==> src/rtl/icache_fetch.sv <==
// Direct-mapped, one-word-per-line instruction cache refilled from byte-wide program memory.
// Optional hit/miss statistics counters are enabled by defining ICACHE_STATS_EN.
module icache_fetch #(
    parameter int INDEX_BITS = 6,
    parameter int ADDR_BITS  = 17
) (
    input  logic                 clk,
    input  logic                 rst,
    input  logic                 rom_ce_i,
    input  logic [31:0]          rom_addr_i,
    output logic [31:0]          rom_data_o,
    output logic                 rom_valid_o,
    input  logic                 flush_i,
    output logic [ADDR_BITS-1:0] mem_addr_o,
    output logic                 mem_rd_o,
    input  logic [7:0]           mem_data_i
`ifdef ICACHE_STATS_EN
    ,
    output logic [31:0]          hit_cnt_o,
    output logic [31:0]          miss_cnt_o
`endif
);

    // state | meaning
    // IDLE  | lookup; a miss latches the line address and starts a refill
    // FETCH | issue byte reads 0..3, capturing the previous byte each cycle
    // DRAIN | capture byte 3 and write the line unless a flush intervened
    typedef enum logic [1:0] {IDLE, FETCH, DRAIN} state_t;

    localparam int LINES    = 1 << INDEX_BITS;
    localparam int TAG_BITS = ADDR_BITS - INDEX_BITS - 2;

    state_t                 state_q, state_d;
    logic [1:0]             cnt_q, cnt_d;
    logic [ADDR_BITS-1:0]   miss_addr_q, miss_addr_d;
    logic [23:0]            buf_q, buf_d;
    logic                   flush_pend_q, flush_pend_d;
    logic [LINES-1:0]       valid_q, valid_d;
    logic [TAG_BITS-1:0]    tag_q [LINES];
    logic [31:0]            data_q [LINES];

    logic [INDEX_BITS-1:0]  idx, fill_idx;
    logic [TAG_BITS-1:0]    tag;
    logic                   hit, fill_we;
    logic                   unused_addr_bits;

    assign idx      = rom_addr_i[INDEX_BITS+1:2];
    assign tag      = rom_addr_i[ADDR_BITS-1:INDEX_BITS+2];
    assign fill_idx = miss_addr_q[INDEX_BITS+1:2];
    assign hit      = valid_q[idx] && (tag_q[idx] == tag);
    assign unused_addr_bits = ^{rom_addr_i[31:ADDR_BITS], rom_addr_i[1:0]};

    assign rom_valid_o = rom_ce_i && (state_q == IDLE) && hit;
    assign rom_data_o  = rom_valid_o ? data_q[idx] : 32'h0;

    always_comb begin
        state_d      = state_q;
        cnt_d        = cnt_q;
        miss_addr_d  = miss_addr_q;
        buf_d        = buf_q;
        flush_pend_d = flush_pend_q;
        mem_rd_o     = 1'b0;
        mem_addr_o   = '0;
        fill_we      = 1'b0;
        case (state_q)
            IDLE: begin
                if (rom_ce_i && !hit && !flush_i) begin
                    miss_addr_d  = {rom_addr_i[ADDR_BITS-1:2], 2'b00};
                    cnt_d        = 2'd0;
                    flush_pend_d = 1'b0;
                    state_d      = FETCH;
                end
            end
            FETCH: begin
                mem_rd_o   = 1'b1;
                mem_addr_o = miss_addr_q | {{(ADDR_BITS-2){1'b0}}, cnt_q};
                // Data returned this cycle belongs to the read issued last cycle.
                case (cnt_q)
                    2'd1:    buf_d[7:0]   = mem_data_i;
                    2'd2:    buf_d[15:8]  = mem_data_i;
                    2'd3:    buf_d[23:16] = mem_data_i;
                    default: ;
                endcase
                cnt_d = cnt_q + 2'd1;
                if (flush_i)
                    flush_pend_d = 1'b1;
                if (cnt_q == 2'd3)
                    state_d = DRAIN;
            end
            DRAIN: begin
                fill_we = !flush_pend_q && !flush_i;
                state_d = IDLE;
            end
            default: state_d = IDLE;
        endcase
    end

    always_comb begin
        valid_d = valid_q;
        if (flush_i)
            valid_d = '0;
        else if (fill_we)
            valid_d[fill_idx] = 1'b1;
    end

    always_ff @(posedge clk or negedge rst) begin
        if (!rst) begin
            state_q      <= IDLE;
            cnt_q        <= 2'd0;
            miss_addr_q  <= '0;
            buf_q        <= '0;
            flush_pend_q <= 1'b0;
            valid_q      <= '0;
        end else begin
            state_q      <= state_d;
            cnt_q        <= cnt_d;
            miss_addr_q  <= miss_addr_d;
            buf_q        <= buf_d;
            flush_pend_q <= flush_pend_d;
            valid_q      <= valid_d;
        end
    end

    // Payload arrays need no reset; valid_q gates every read.
    always_ff @(posedge clk) begin
        if (fill_we) begin
            data_q[fill_idx] <= {mem_data_i, buf_q};
            tag_q[fill_idx]  <= miss_addr_q[ADDR_BITS-1:INDEX_BITS+2];
        end
    end

`ifdef ICACHE_STATS_EN
    always_ff @(posedge clk or negedge rst) begin
        if (!rst) begin
            hit_cnt_o  <= 32'h0;
            miss_cnt_o <= 32'h0;
        end else begin
            if (rom_valid_o)
                hit_cnt_o <= hit_cnt_o + 32'h1;
            if (state_q == IDLE && state_d == FETCH)
                miss_cnt_o <= miss_cnt_o + 32'h1;
        end
    end
`endif

endmodule

==> config.mk <==
export PLATFORM = sky130hd
export DESIGN_NAME = icache_fetch
export DESIGN_NICKNAME = d
export VERILOG_FILES = /design/src/rtl/icache_fetch.sv
export SDC_FILE = /design/constraint.sdc
export NUM_CORES = 2
export LEC_CHECK = 0
export BUFFER_PORTS_ARGS = -buffer_cell sky130_fd_sc_hd__buf_4
export CORE_MARGIN = 2
export CORE_UTILIZATION = 45
export DETAILED_ROUTE_END_ITERATION = 10
export SKIP_CTS_REPAIR_TIMING = 1
export SLEW_MARGIN = 25
export SYNTH_ARGS = -nofsm -noshare
export SYNTH_HDL_FRONTEND = slang
export SYNTH_SLANG_ARGS = --single-unit
==> constraint.sdc <==
create_clock -name clk -period 5.15 [get_ports clk]
set_input_delay 0.2575 -clock clk [delete_from_list [all_inputs] [get_ports clk]]
set_output_delay 0.2575 -clock clk [all_outputs]
set_load 0.01 [all_outputs]
==> run metrics <==
Post-Layout Cell Count 8151; hold path start rom_addr_i[9]; Routed WL 283000 microns; first-pass GRT wire length 394000 microns; VDD IR max between 0.4 and 0.5 mV; # DRC 0; share of the synthesized area in the top cell type 0.749; Total GRT Usage 0.239; Clock Tree Root clkbuf_16; Starting Density 0.452; hold path depth 3; placed instance count approximately 7600; CP startpoint kind register; Overflow after GRT 0; clk_lat worst skew ~0.95 ns; pre-CTS WS 0.524 ns; Synth Cell Area 105000 sq um; Post-Layout Inst Area between 100000 and 150000 sq um; Final setup violation count 0; largest net degree at the start of global routing 126; die height approximately 490 microns; Final Hold Viols 0; Slew headroom 0.238; minimum hold slack 0.210 ns; CTS tree yes; RSZ-0062 raised after global routing false; syn_nets 4583; pwr dens 432 nW/um^2; H-tree Lvls 5; Leakage 38.0 nW; Max Cap Violations 0; worst r2r src state_q[0]$_DFFE_PN0P_; worst-path maximum fanout 13; Reg clk slew, reported paths 0.06 ns; initial antenna violation count 14; # IOs 95; reg2reg setup slack 1.40 ns; Syn. warnings 0; Final TNS setup 0 ns; Synth Area per Inst 23.2 sq um; fin crit period 4.79 ns; skew final 0.0598 ns; combined area of the multi-input logic cells 22800 sq um; # rows 177; most frequent cell on the critical path buf_4; synthesized netlist cell count 4536; drt wl/cell 34.7 microns; vias in the first global route 50587; fin worst setup slack 0.361 ns; TritonCTS Buffers 297; most frequent cells in the layout 2624 x edfxtp_1, 764 x mux4_2, 303 x clkbuf_16, 247 x buf_4, 135 x mux2i_1; FF-to-FF End data_q[33][18]$_DFFE_PP_; library cells used by synthesis 65; Final Cycle Share 0.930; Core Footprint 233000 sq um; via count roughly 50000; R2R cell count 5; Hold EP miss_addr_q[9]$_DFFE_PN0P_; die area roughly 240000 sq um; Port Buf Inserts 77; clk sink count 2732; vias per inst between 6 and 7; crit path kind register to output port; Slew @ Worst Pin 1.13 ns; hold crit path type primary input to register; outcome finished, final reports clean; Max Freq around 210 MHz; gpl congestion 0.775; Slew Viols, Final 0; FFs w/ async S/R, synth 0.0395; sequential area share after synthesis 0.775; share of cells above drive strength 1 0.309; fin nets slightly below 5000; first-pass detailed-route iteration total 6; slowest cell on the critical path mux4_2; crit path cell chain mux4_2 > mux2i_1 > o22ai_1 > nor4_2 > xnor2_1 > or3b_1 > nor4_4 > nand3_1 > buf_4 > a211oi_1 > buf_4 > buf_4; DP Area 111000 sq um; Critical Path End Type output port; register area 81500 sq um; Fill cells 18005; Yosys reg bits between 2000 and 3000; most area-consuming cells after synthesis edfxtp_1 75%, mux4_2 16%, dfrtp_1 2.6%; Clock Path Buffers 4; die width 488 microns; Final HPWL DP 147000 microns; largest stage delay on the critical path 0.46 ns; Initial DRC Count 6950; Main synth FF type edfxtp_1; Synth area leader edfxtp_1; Final ANT Viol Nets 0; WP data required 4.89 ns; Layout area overhead 14.3%; Worst Path Arrival approximately 4.5 ns; most common cell after layout, fill and taps aside edfxtp_1; EDFF count, synth 2624
## registers in the layout, indices dropped and copies added (netlist names)
name and cells:
buf_q 24, cnt_q 2, data_q 2048, flush_pend_q 1, miss_addr_q 15, state_q 2
tag_q 576, valid_q 64
## metrics by stage
step / util / power, mW
after global routing: 0.517 / 53.6
after detailed placement: 0.478 / 32.7
final: 0.517 / 52.0
after CTS: 0.516 / 52.3
after global placement: 0.478 / 32.5
after floorplan: - / 30.6
## cell families after synthesis
logic type	count (synthesis)	synth area share
fa+ha+maj	3	0.000357
flops	2732	0.775
xor+xnor	6	0.000499
mux	949	0.182
buf+inv	302	0.0137
simple gates	365	0.0168
compound gates	179	0.0120
## cell type report
| cell class | count | share of cell area |
|---|---|---|
| Clock inverter | 108 | 0.00680 |
| Tap cell | 3043 | 0.0317 |
| Sequential cell | 2732 | 0.678 |
| Antenna cell | 3 | 0.0000624 |
| Multi-Input combinational cell | 1502 | 0.189 |
| Clock buffer | 392 | 0.0668 |
| Timing Repair Buffer | 321 | 0.0258 |
| Inverter | 50 | 0.00158 |
## critical path, delay by kind of cell (launching register included)
family	cells	cell delay, ns
AOI/OAI and AO/OA	2	0.44
muxes	2	0.76
and+or+nand+nor	4	1.35
DFF	1	0.35
buffers and inverters	3	0.61
xor gates and xnor gates	1	0.09
## synthesized netlist by cell type, types with 3 or more instances
cell and number:
mux4_2 764, ha_1 3, buf_4 24, dfrtp_1 108, nand4_1 8, nand3b_1 4, a32oi_1 3, a22oi_1 45
o2111ai_1 3, o21ai_0 6, nor3_1 4, buf_6 9, mux2i_1 135, a31oi_1 9, a211oi_1 29, a221oi_1 3
buf_2 113, or3b_2 4, clkbuf_1 78, nand2_1 76, nor2_1 138, a21oi_1 15, and2_1 41, or3_1 3
inv_1 49, buf_1 27, and2_0 3, mux2_4 6, nand2b_1 5, o22ai_1 48, nand3_1 34, mux2_2 44
xnor2_1 4, nor2b_1 30, edfxtp_1 2624
## worst max path at each step
stage	startpoint	to	slack (ns)
after CTS	tag_q[7][3]$_DFFE_PP_	rom_data_o[0]	0.27
after global placement	rom_addr_i[2]	rom_data_o[0]	0.48
final	tag_q[5][3]$_DFFE_PP_	rom_data_o[20]	0.36
after global routing	tag_q[7][3]$_DFFE_PP_	rom_data_o[12]	0.12
after floorplan	state_q[0]$_DFFE_PN0P_	data_q[12][0]$_DFFE_PP_	1.63
after detailed placement	rom_addr_i[2]	rom_data_o[0]	0.52
## layer usage
| layer | GRT usage | vias up | share of wire |
|---|---|---|---|
| met5 | 0 | - | 0.000035 |
| met4 | 0.0639 | 2 | 0.025 |
| met3 | 0.0386 | 438 | 0.081 |
| met2 | 0.379 | 2280 | 0.48 |
| met1 | 0.348 | 27948 | 0.41 |
| li1 | - | 19978 | - |
## power breakdown
part	switching [mW]	total [mW]	internal (mW)
Clock	8.26	19.7	11.4
Combinational	3.28	4.53	1.25
Sequential	0.590	27.7	27.2
Total	12.1	52.0	39.9
Note: power is estimated with default switching activity, not from simulation.
